===== config.mk =====
export PLATFORM = sky130hd
export DESIGN_NAME = sts_preamble_gen
export DESIGN_NICKNAME = d
export VERILOG_FILES = /design/src/rtl/sts_preamble_gen.sv
export SDC_FILE = /design/constraint.sdc
export NUM_CORES = 1
export LEC_CHECK = 0
export BUFFER_PORTS_ARGS = -buffer_cell sky130_fd_sc_hd__buf_2
export CAP_MARGIN = 20
export CORE_MARGIN = 5
export CORE_UTILIZATION = 49
export DETAILED_ROUTE_END_ITERATION = 10
export HOLD_SLACK_MARGIN = 0.02
export PLACE_DENSITY_LB_ADDON = 0.15
export SYNTH_ARGS = -nofsm -noshare
export SYNTH_HDL_FRONTEND = slang
export SYNTH_SLANG_ARGS = --single-unit
export TNS_END_PERCENT = 100

===== constraint.sdc =====
create_clock -name CLK -period 1.75 [get_ports CLK]
set_input_delay 0.0875 -clock CLK [delete_from_list [all_inputs] [get_ports CLK]]
set_output_delay 0.0875 -clock CLK [all_outputs]
set_load 0.005 [all_outputs]

===== src/rtl/sts_preamble_gen.sv =====
`default_nettype none
// ============================================================================
// Module      : sts_preamble_gen
// Description : 802.11a short-training-sequence generator. It emits N_REPS
//               repetitions of the 16-sample STS as strobed I/Q samples.
//               Optional macro STS_WINDOW_EN halves the first sample and adds
//               a half-amplitude trailing ROM[0] sample.
// Revision    : 1.0 - initial release
// ============================================================================
module sts_preamble_gen #(
  parameter int DATA_W = 16,
  parameter int N_REPS = 10,
  parameter int REP_W  = 4
) (
  input  logic                     CLK,
  input  logic                     s_RST,
  input  logic                     In_Start,
  input  logic                     In_Sample_Tick,
  input  logic                     enable,
  output logic                     Out_Strobe,
  output logic signed [DATA_W-1:0] Out_I,
  output logic signed [DATA_W-1:0] Out_Q,
  output logic                     Out_Sym_Last,
  output logic                     Out_Busy,
  output logic                     Out_Done
);

  typedef enum logic [1:0] {
    ST_IDLE = 2'd0,
    ST_RUN  = 2'd1,
    ST_TAIL = 2'd2,
    ST_DONE = 2'd3
  } state_t;

  // One STS period, time-domain, scaled by 8192 and rounded to nearest
  localparam logic signed [15:0] c_STS_I [16] = '{
    16'sd377,   -16'sd1085, -16'sd111,  16'sd1170,
    16'sd754,   16'sd1170,  -16'sd111,  -16'sd1085,
    16'sd377,   16'sd19,    -16'sd643,  -16'sd104,
    16'sd0,     -16'sd104,  -16'sd643,  16'sd19
  };
  localparam logic signed [15:0] c_STS_Q [16] = '{
    16'sd377,   16'sd19,    -16'sd643,  -16'sd104,
    16'sd0,     -16'sd104,  -16'sd643,  16'sd19,
    16'sd377,   -16'sd1085, -16'sd111,  16'sd1170,
    16'sd754,   16'sd1170,  -16'sd111,  -16'sd1085
  };

  localparam logic [REP_W-1:0] c_LAST_REP = REP_W'(N_REPS - 1);
`ifdef STS_WINDOW_EN
  localparam state_t c_AFTER_LAST = ST_TAIL;
`else
  localparam state_t c_AFTER_LAST = ST_DONE;
`endif

  state_t                    r_state, w_state_nxt;
  logic [3:0]                r_idx, w_idx_nxt;
  logic [REP_W-1:0]          r_rep, w_rep_nxt;
  logic                      r_strobe, w_strobe_nxt;
  logic                      r_last, w_last_nxt;
  logic                      r_busy, w_busy_nxt;
  logic                      r_done, w_done_nxt;
  logic signed [DATA_W-1:0]  r_i, w_i_nxt;
  logic signed [DATA_W-1:0]  r_q, w_q_nxt;
  logic signed [DATA_W-1:0]  w_rom_i, w_rom_q;
  logic signed [DATA_W-1:0]  w_smp_i, w_smp_q;
  logic                      w_half;

  always_comb begin
    w_rom_i = DATA_W'(c_STS_I[r_idx]);
    w_rom_q = DATA_W'(c_STS_Q[r_idx]);
`ifdef STS_WINDOW_EN
    // Edge samples: the very first one and the trailing ROM[0] (idx already wrapped to 0)
    w_half = (r_state == ST_TAIL) || ((r_rep == '0) && (r_idx == 4'd0));
`else
    w_half = 1'b0;
`endif
    w_smp_i = w_half ? (w_rom_i >>> 1) : w_rom_i;
    w_smp_q = w_half ? (w_rom_q >>> 1) : w_rom_q;
  end

  always_comb begin
    w_state_nxt  = r_state;
    w_idx_nxt    = r_idx;
    w_rep_nxt    = r_rep;
    w_strobe_nxt = 1'b0;
    w_last_nxt   = 1'b0;
    w_busy_nxt   = r_busy;
    w_done_nxt   = 1'b0;
    w_i_nxt      = r_i;
    w_q_nxt      = r_q;

    case (r_state)
      ST_IDLE: begin
        if (In_Start) begin
          w_state_nxt = ST_RUN;
          w_idx_nxt   = 4'd0;
          w_rep_nxt   = '0;
          w_busy_nxt  = 1'b1;
        end
      end
      ST_RUN: begin
        if (In_Sample_Tick) begin
          w_strobe_nxt = 1'b1;
          w_i_nxt      = w_smp_i;
          w_q_nxt      = w_smp_q;
          w_last_nxt   = (r_idx == 4'd15);
          w_idx_nxt    = r_idx + 4'd1;
          if (r_idx == 4'd15) begin
            if (r_rep == c_LAST_REP) begin
              w_state_nxt = c_AFTER_LAST;
              w_rep_nxt   = '0;
            end else begin
              w_rep_nxt = r_rep + 1'b1;
            end
          end
        end
      end
      ST_TAIL: begin
        if (In_Sample_Tick) begin
          w_strobe_nxt = 1'b1;
          w_i_nxt      = w_smp_i;
          w_q_nxt      = w_smp_q;
          w_state_nxt  = ST_DONE;
        end
      end
      ST_DONE: begin
        w_state_nxt = ST_IDLE;
        w_busy_nxt  = 1'b0;
        w_done_nxt  = 1'b1;
      end
      default: begin
        w_state_nxt = ST_IDLE;
        w_busy_nxt  = 1'b0;
      end
    endcase
  end

  // Disable behaves exactly like reset: everything returns to zero next cycle
  always_ff @(posedge CLK) begin
    if (!s_RST || !enable) begin
      r_state  <= ST_IDLE;
      r_idx    <= 4'd0;
      r_rep    <= '0;
      r_strobe <= 1'b0;
      r_last   <= 1'b0;
      r_busy   <= 1'b0;
      r_done   <= 1'b0;
      r_i      <= '0;
      r_q      <= '0;
    end else begin
      r_state  <= w_state_nxt;
      r_idx    <= w_idx_nxt;
      r_rep    <= w_rep_nxt;
      r_strobe <= w_strobe_nxt;
      r_last   <= w_last_nxt;
      r_busy   <= w_busy_nxt;
      r_done   <= w_done_nxt;
      r_i      <= w_i_nxt;
      r_q      <= w_q_nxt;
    end
  end

  assign Out_Strobe   = r_strobe;
  assign Out_I        = r_i;
  assign Out_Q        = r_q;
  assign Out_Sym_Last = r_last;
  assign Out_Busy     = r_busy;
  assign Out_Done     = r_done;

endmodule
`default_nettype wire


==> results of run 1 <==
per-stage QoR:
stage / setup TNS (ns) / power, W / setup WS (ns)
finish: 0 / 0.001681 / 0.08022
global route: -0.04039 / 0.001768 / -0.02634
CTS: 0 / 0.001692 / 0.01649
detailed placement: -0.05938 / 0.001077 / -0.03230
global placement: 0 / 0.001073 / 0.04245
floorplan: 0 / 0.001003 / 0.02870
layout make-up:
| class | instances | area (µm²) | share of cell area |
|---|---|---|---|
| inverter | 9 | 33.78 | 0.01403 |
| sequential | 36 | 726.9 | 0.3020 |
| clock buffer | 6 | 82.58 | 0.03430 |
| multi-input combinational | 169 | 1114 | 0.4626 |
| tap | 50 | 62.56 | 0.02599 |
| clock inverter | 2 | 10.01 | 0.004158 |
| timing repair buffer | 62 | 377.9 | 0.1570 |
where the power goes:
group	internal, W	leakage (nW)	switching [W]
logic	0.000102	0.693	0.000127
clock network	0.000314	0.0510	0.000295
registers	0.000833	0.292	0.00000964
sequential cells by signal, indices dropped and copies added, names as in the netlist:
register	cells
Out_I	12
Out_Q	10
r_idx	4
r_rep	4
r_state	2
Out_Busy	1
Out_Done	1
Out_Strobe	1
Out_Sym_Last	1
per-layer routing:
metal,vias to the layer above,track usage
met1,791,0.2435
met5,-,0
met3,7,0.04104
met2,35,0.2552
li1,904,-
met4,0,0.07847
Yosys cell counts, drive strengths merged, types with 2 or more instances:
cell type,instances
clkbuf,10
a21oi,31
and3,3
inv,9
and2,2
mux2i,3
xnor2,3
nor2,24
nand2,21
ha,15
nor3,5
nand3,7
buf,13
dfxtp,36
a211oi,9
nor2b,7
o211ai,4
nand4,2
a311oi,2
a211o,4
nand4b,2
o21ai,9
nand2b,5
a32o,2
timing repair:
action                                  in CTS  in global routing
endpoints found under the setup margin       2                  6
buffers inserted                             1                  0
pin swaps                                    1                  0
gates resized for setup                      1                  9
final timing paths:
check             start        to  slack, ns  cells past startpoint
max reg2reg  r_state[1]  r_rep[3]       0.08                      7
min              enable  Out_Done       0.05                      2
min reg2reg    Out_Q[5]  Out_Q[5]       0.45                      2
max          r_state[1]  r_rep[3]       0.08                      7
cell families (layout without fill, tap and decap cells):
logic type                 count (synthesis)  in the layout  share of synthesized area
AOI/OAI and AO/OA                         65             65                     0.2186
xor gates and xnor gates                   3              3                    0.01334
adders and majority gates                 15             15                    0.09530
buffers and inverters                     32             79                    0.08132
DFF                                       36             36                     0.3659
muxes                                      3              3                    0.01525
and+or+nand+nor                           83             83                     0.2103
worst register-to-register path, delay by kind of cell, from the launching register on:
family | cells | cell delay (ns)
compound gates | 2 | 0.56
buf+inv | 2 | 0.32
flops | 1 | 0.31
fa+ha+maj | 1 | 0.23
simple gates | 2 | 0.15
==> impl_metrics.py, run 1 <==
metrics = {
    "worst_setup_path": {
        "endpoint_kind": "register",
        "path_class": "register to register",
        "crit_family": "compound AO/OA/AOI/OAI gates",
        "start_kind": "register",
        "critPathBufInv": 2,
        "cp_slowest_cell": "dfxtp_1",
        "worst_ep_required_time_ns": 1.93,
        "cp_slowest_stage_delay_ns": 0.31,
        "arrival_ns": 1.85,
        "crit_chain": "inv_1 -> ha_2 -> nor2_1 -> a2111oi_4 -> buf_4 -> nand2_1 -> a32o_2",
        "path_max_fanout": 7,
    },
    "drt": {
        "drcViolationCount": 0,
        "top_layer": "met4",
        "wl_met3_um": 227,
        "drt_wl_total_um": 4351,
        "ant_nets": 0,
        "vias_per_cell": 5.201,
        "drt-pass1-iter-count": 4,
        "num_vias": 1737,
        "wl_met2_um": 1838,
        "wirelength_met1_um": 2215,
        "routedWlPerCell_um": 13.03,
        "drtIter0Drc": 88,
    },
    "synth": {
        "netlist_area_um2": 1969,
        "async_flop_share": 0,
        "syn-num-nets": 257,
        "yosysSeqAreaShare": 0.3659,
        "ys.warnings.count": 0,
        "synth-seq-cells": 36,
        "syn_inst": 237,
        "yosysTopAreaCell": "dfxtp_1",
        "synth.distinct_cells": 38,
        "synthTopCellsByArea": "dfxtp_1 (37%), ha_1 (9.5%), a21oi_1 (7.9%)",
        "synth_edf_count": 0,
        "synth-main-ff-cell": "dfxtp_1",
        "yosysTopAreaCellShare": 0.3659,
        "synth.avg_cell_area_um2": 8.310,
    },
    "floorplanning": {
        "die_w_um": 73.40,
        "start_util": 0.4995,
        "io-pin-count": 41,
        "core-area_um2": 3943,
        "num_rows": 23,
        "fp.dieArea_um2": 5387,
        "die_h_um": 73.40,
    },
    "placed_design": {
        "dpl.cell_count": 325,
        "port_buffers": 40,
        "gp_congestion": 0.8399,
        "placed_area_um2": 2278,
        "place_hpwl_um": 3224,
    },
    "clocking": {
        "cts_tree": "built",
        "clk_transition_reported_paths_ns": 0.07,
        "clock-root-buffer": "clkbuf_8",
        "clock_latency_ns": 0.29,
        "cts_sinks": 36,
        "ctsHoldBuffers": 0,
        "max-clock-path-buffers": 2,
        "htreeDepth": 2,
        "cts_buffers": 5,
    },
    "timing": {
        "slew_viol_final": 0,
        "hold_viol_final": 0,
        "setup_violations": 0,
        "hold_slack_ns": 0.05187,
        "layout_min_cycle_time_ns": 1.670,
        "period_share": 0.9542,
        "rsz0062_at_grt": "true",
        "relSlewSlack": 0.7595,
        "fmax_mhz": 598.9,
        "skew_ns": 0.006107,
        "tightest_slew_ns": 0.3570,
    },
    "status": {
        "status": "complete, no violations",
    },
    "final_layout": {
        "area_growth_pct": 22.24,
        "finish.utilization": 0.6106,
        "nFillCells": 377,
        "mostFrequentLayoutCells": "buf_2 (40), dfxtp_1 (33), a21oi_1 (30)",
        "fin_cells": 334,
        "final_common_cell": "buf_2",
        "n_antenna_cell": 0,
        "drive_gt1_frac": 0.2993,
        "layout.nets": 303,
        "design_area_um2": 2407,
    },
    "job": {
        "drv_cap": 0,
    },
    "global_route": {
        "grt_antenna_before_repair": 0,
        "grt_start_max_net_pins": 23,
        "grt_pass1_wl_um": 7314,
        "grt_pass1_vias": 1599,
        "grtUsageTotal": 0.1748,
        "gr-total-overflow": 0,
    },
    "power": {
        "pwr_density_cell_nw_per_um2": 698.2,
        "power_leakage_nw": 1.037,
        "vdd_ir_drop_max_v": 0.0004870,
    },
    "hold_path": {
        "hp-class": "input port to register",
    },
}
Note: power is estimated with default switching activity, not from simulation.
==> inputs of run 2 (changes only) <==
- PLACE_DENSITY: not set -> 0.76
- PLACE_DENSITY_LB_ADDON: 0.15 -> not set
==> run 2 against run 1 <==
Compared with the run above: cell area is 2.1% higher; first-iteration DRC count is 1.1% higher; clock skew is 0.0022 ns lower; non-clock buffer count is 4 higher; hold slack better by 0.020 ns; worst setup slack better by 0.014 ns; via count is 3.2% higher; die area stayed put; flip-flop and latch count stayed put; sequential power hardly changed; clock-buffer cell count is 1 higher; critical endpoint unchanged.
==> impl_metrics.py, run 2 (synthesis results as in run 1) <==
metrics = {
    "floorplanning": {
        "die_h_um": 73.40,
        "io-pin-count": 41,
        "num_rows": 23,
        "core-area_um2": 3943,
        "die_w_um": 73.40,
        "fp.dieArea_um2": 5387,
        "start_util": 0.4995,
    },
    "worst_setup_path": {
        "r2r-end": "r_rep[3]",
        "arrival_ns": 1.84,
        "startpoint": "r_state[1]",
        "worst_ep_required_time_ns": 1.93,
        "start_kind": "register",
        "endpoint_kind": "register",
        "reg2reg_setup_slack_ns": 0.09,
        "path_max_fanout": 5,
        "path_class": "register to register",
        "rr_startpoint": "r_state[1]",
        "rr_worst_depth": 6,
    },
    "placed_design": {
        "dpl.cell_count": 328,
        "port_buffers": 40,
        "place_hpwl_um": 3339,
        "gp_congestion": 0.8349,
        "pre_cts_ws_ns": 0.02790,
    },
    "global_route": {
        "grt_start_max_net_pins": 23,
        "grt_pass1_vias": 1703,
        "grt_antenna_before_repair": 0,
        "grtUsageTotal": 0.1815,
        "gr-total-overflow": 0,
        "grt_pass1_wl_um": 7610,
    },
    "drt": {
        "ant_nets": 0,
        "drcViolationCount": 0,
        "drt-pass1-iter-count": 4,
        "num_vias": 1793,
        "drtIter0Drc": 89,
        "routedWlPerCell_um": 13.67,
        "vias_per_cell": 5.305,
        "drt_wl_total_um": 4622,
    },
    "final_layout": {
        "layout.nets": 307,
        "mostFrequentLayoutCells": "buf_2 (40), dfxtp_1 (33), a21oi_1 (31)",
        "n_antenna_cell": 0,
        "area_growth_pct": 24.84,
        "final_common_cell": "buf_2",
        "fin_cells": 338,
        "largest_reg_flops": 12,
        "drive_gt1_frac": 0.3021,
    },
    "timing": {
        "relSlewSlack": 0.7313,
        "period_share": 0.9463,
        "setup_slack_ns": 0.09406,
        "tightest_slew_ns": 0.4030,
        "hold_viol_final": 0,
        "slew_viol_final": 0,
        "setup_violations": 0,
        "rsz0062_at_grt": "true",
        "skew_ns": 0.003864,
        "fmax_mhz": 603.9,
        "layout_min_cycle_time_ns": 1.656,
    },
    "hold_path": {
        "holdCritStartpoint": "enable",
        "min_path_cells": 2,
        "hold_end": "Out_Done",
        "hp-class": "input port to register",
    },
    "clocking": {
        "cts_sinks": 36,
        "cts_tree": "built",
        "cts_buffers": 5,
        "clk_transition_reported_paths_ns": 0.07,
        "clock-root-buffer": "clkbuf_8",
        "ctsHoldBuffers": 0,
        "max-clock-path-buffers": 2,
        "htreeDepth": 2,
        "clock_latency_ns": 0.29,
    },
    "power": {
        "power_leakage_nw": 1.059,
        "power.switching_w": 0.0004343,
        "pwr_density_cell_nw_per_um2": 762.6,
        "p_seq_frac": 0.449,
        "swShare": 0.2316,
        "vdd_ir_drop_max_v": 0.0003538,
        "clkPwrFrac": 0.427,
        "intPower_w": 0.001441,
        "combPwrFrac": 0.124,
    },
    "status": {
        "status": "complete, no violations",
    },
    "job": {
        "drv_cap": 0,
    },
}
## run 2: final cells by class
type                       instances  area, µm²
clock inverter                     1      30.03
sequential                        36      726.9
tap                               50      62.56
fill                             344       1484
multi-input combinational        169       1114
clock buffer                       7      96.34
inverter                           9      33.78
timing repair buffer              66      395.4
## run 2: critical path, cell delays in order, from the launching register on
cell,delay (ns)
dfxtp_1,0.34
inv_2,0.06
ha_2,0.18
buf_4,0.16
a2111oi_4,0.41
nand2_1,0.13
a32o_2,0.28
## run 2: routing by layer
layer  vias to the layer above  track usage  wire (µm)  share of wire
met5                         -            0          0              0
met1                       832       0.2215       2039           0.44
met4                         0      0.07646         65          0.014
met2                        38       0.3148       2291           0.50
met3                         5      0.02873        226          0.049
li1                        918            -          -              -
## run 2: metrics by stage
step	area (µm²)	utilization	power (W)	setup TNS (ns)	hold WS [ns]
after CTS	2430	0.6163	0.001894	0	0.06478
final	2459	0.6236	0.001875	0	0.07187
after global placement	2288	0.5805	0.001076	0	0.3483
after global routing	2459	0.6236	0.001957	-0.02949	0.06760
after detailed placement	2288	0.5805	0.001079	0	0.3670
after floorplan	1972	-	0.001003	0	0.2146
## run 2: repair_timing
item / CTS / global route
pin swaps: 1 / 2
hold endpoints to repair: 0 / 0
buffers inserted: 2 / 0
endpoints found under the setup margin: 1 / 6
gates resized for setup: 0 / 9
## run 2: worst max path at each step
stage / to / slack, ns / cells after the start
detailed placement: r_rep[2] / 0.03 / 5
CTS: r_rep[3] / 0.01 / 6
floorplan: r_rep[2] / 0.03 / 5
global route: r_rep[3] / -0.03 / 6
finish: r_rep[3] / 0.09 / 6
global placement: r_rep[3] / 0.06 / 5
## run 2: power groups by stage
stage / Sequential, W / Clock (W) / Combinational (W)
floorplan: 0.000863 / 0 / 0.000140
global placement: 0.000860 / 0 / 0.000215
detailed placement: 0.000861 / 0 / 0.000217
CTS: 0.000842 / 0.000821 / 0.000231
global route: 0.000844 / 0.000854 / 0.000260
finish: 0.000842 / 0.000800 / 0.000233
==> inputs of run 3 (changes only) <==
==> constraint.sdc (replaced) <==
create_clock -name CLK -period 1.75 [get_ports CLK]
set_input_delay 0.2625 -clock CLK [delete_from_list [all_inputs] [get_ports CLK]]
set_output_delay 0.2625 -clock CLK [all_outputs]
set_load 0.005 [all_outputs]
==> run 3 against run 2 <==
Compared with the run above: combinational power about the same; first-iteration DRC count grew 26%; worst setup slack got worse by 0.026 ns.
==> impl_metrics.py, run 3 (synthesis results as in run 1) <==
metrics = {
    "floorplanning": {
        "fp.dieArea_um2": 5387,
        "core-area_um2": 3943,
        "die_w_um": 73.40,
        "start_util": 0.4995,
        "io-pin-count": 41,
        "die_h_um": 73.40,
        "num_rows": 23,
    },
    "timing": {
        "slew_viol_final": 0,
        "layout_min_cycle_time_ns": 1.682,
        "period_share": 0.9610,
        "setup_violations": 0,
        "hold_viol_final": 0,
        "tightest_slew_ns": 0.3847,
        "relSlewSlack": 0.7432,
        "skew_ns": 0.003276,
        "hold_slack_ns": 0.2361,
        "fmax_mhz": 594.6,
    },
    "worst_setup_path": {
        "cp_slowest_stage_delay_ns": 0.41,
        "start_kind": "register",
        "worst_ep_required_time_ns": 1.93,
        "critPathBufInv": 1,
        "path_class": "register to register",
        "crit_family": "compound AO/OA/AOI/OAI gates",
        "arrival_ns": 1.86,
        "path_max_fanout": 7,
        "endpoint_kind": "register",
        "cp_slowest_cell": "dfxtp_1",
        "crit_chain": "ha_2 -> nand3_2 -> a2111oi_4 -> buf_4 -> o21ai_2 -> a32o_2",
    },
    "final_layout": {
        "finish.utilization": 0.6036,
        "mostFrequentLayoutCells": "buf_2 (40), dfxtp_1 (36), a21oi_1 (30)",
        "layout.nets": 302,
        "final_common_cell": "buf_2",
        "area_growth_pct": 20.84,
        "fin_cells": 333,
        "design_area_um2": 2380,
        "n_antenna_cell": 0,
        "drive_gt1_frac": 0.2898,
        "largest_reg_flops": 12,
    },
    "global_route": {
        "grt_antenna_before_repair": 0,
        "grt_start_max_net_pins": 28,
        "gr-usage-met3": 0.04651,
        "grtUsageTotal": 0.1688,
        "globalRouteMet1Util": 0.2158,
        "grt_most_used_layer": "met2",
        "grt_pass1_wl_um": 7127,
        "grt_util_met2": 0.2751,
        "gr-total-overflow": 0,
        "grt_pass1_vias": 1583,
    },
    "status": {
        "status": "complete, no violations",
    },
    "clocking": {
        "cts_buffers": 5,
        "ctsHoldBuffers": 0,
        "max-clock-path-buffers": 2,
        "cts_tree": "built",
        "clock-root-buffer": "clkbuf_8",
        "htreeDepth": 2,
        "cts_sinks": 36,
        "clk_transition_reported_paths_ns": 0.07,
        "clock_latency_ns": 0.29,
    },
    "drt": {
        "num_vias": 1785,
        "drtIter0Drc": 112,
        "drt_wl_total_um": 4370,
        "drt-pass1-iter-count": 4,
        "drcViolationCount": 0,
        "routedWlPerCell_um": 13.12,
        "vias_per_cell": 5.360,
        "ant_nets": 0,
    },
    "placed_design": {
        "placed_area_um2": 2258,
        "gp_congestion": 0.8097,
        "port_buffers": 40,
        "dpl.cell_count": 324,
        "place_hpwl_um": 3192,
    },
    "power": {
        "vdd_ir_drop_max_v": 0.0004727,
        "power_leakage_nw": 1.016,
        "pwr_density_cell_nw_per_um2": 702.9,
        "fin_total_pwr_w": 0.001673,
    },
    "job": {
        "drv_cap": 0,
    },
    "hold_path": {
        "hp-class": "input port to register",
    },
}
-- run 3: cell type report --
cell class | instances | area (µm²)
Timing Repair Buffer | 61 | 357.8
Fill cell | 354 | 1563
Sequential cell | 36 | 720.7
Clock buffer | 7 | 86.33
Clock inverter | 1 | 7.507
Multi-Input combinational cell | 169 | 1111
Tap cell | 50 | 62.56
Inverter | 9 | 33.78
-- run 3: final timing paths --
kind	slack [ns]	end	cells past startpoint	start
min	0.24	Out_Done	2	enable
max	0.07	r_rep[2]	6	r_idx[1]
min reg2reg	0.45	Out_Q[6]	2	Out_Q[6]
max reg2reg	0.07	r_rep[2]	6	r_idx[1]
-- run 3: power breakdown --
| part | switching, W | internal, W | total, W |
|---|---|---|---|
| logic | 0.000129 | 0.000101 | 0.000230 |
| registers | 0.00000878 | 0.000833 | 0.000842 |
| clock network | 0.000281 | 0.000319 | 0.000601 |
| total | 0.000419 | 0.00125 | 0.00167 |
-- run 3: metal layers --
metal	wire length, µm	vias to the layer above
li1	-	909
met1	2047	820
met2	1977	47
met3	261	9
met4	85	0
met5	0	-
-- run 3: through the flow --
stage                     TNS [ns]  worst slack, ns
after floorplan                  0          0.02870
after global placement           0          0.06353
after detailed placement         0          0.02197
after CTS                        0         0.002873
after global routing      -0.02754         -0.01535
final                            0          0.06832
-- run 3: timing repair --
| item | CTS | global route |
|---|---|---|
| gates resized for setup | 0 | 7 |
| hold endpoints to repair | 0 | 0 |
| setup buffers | 0 | 1 |
| setup endpoints to repair | 0 | 7 |
-- run 3: worst register-to-register path, delay by kind of cell (launching register included) --
family | cells | cell delay (ns)
compound gates | 3 | 0.61
flops | 1 | 0.41
fa+ha+maj | 1 | 0.22
buf+inv | 1 | 0.19
simple gates | 1 | 0.14
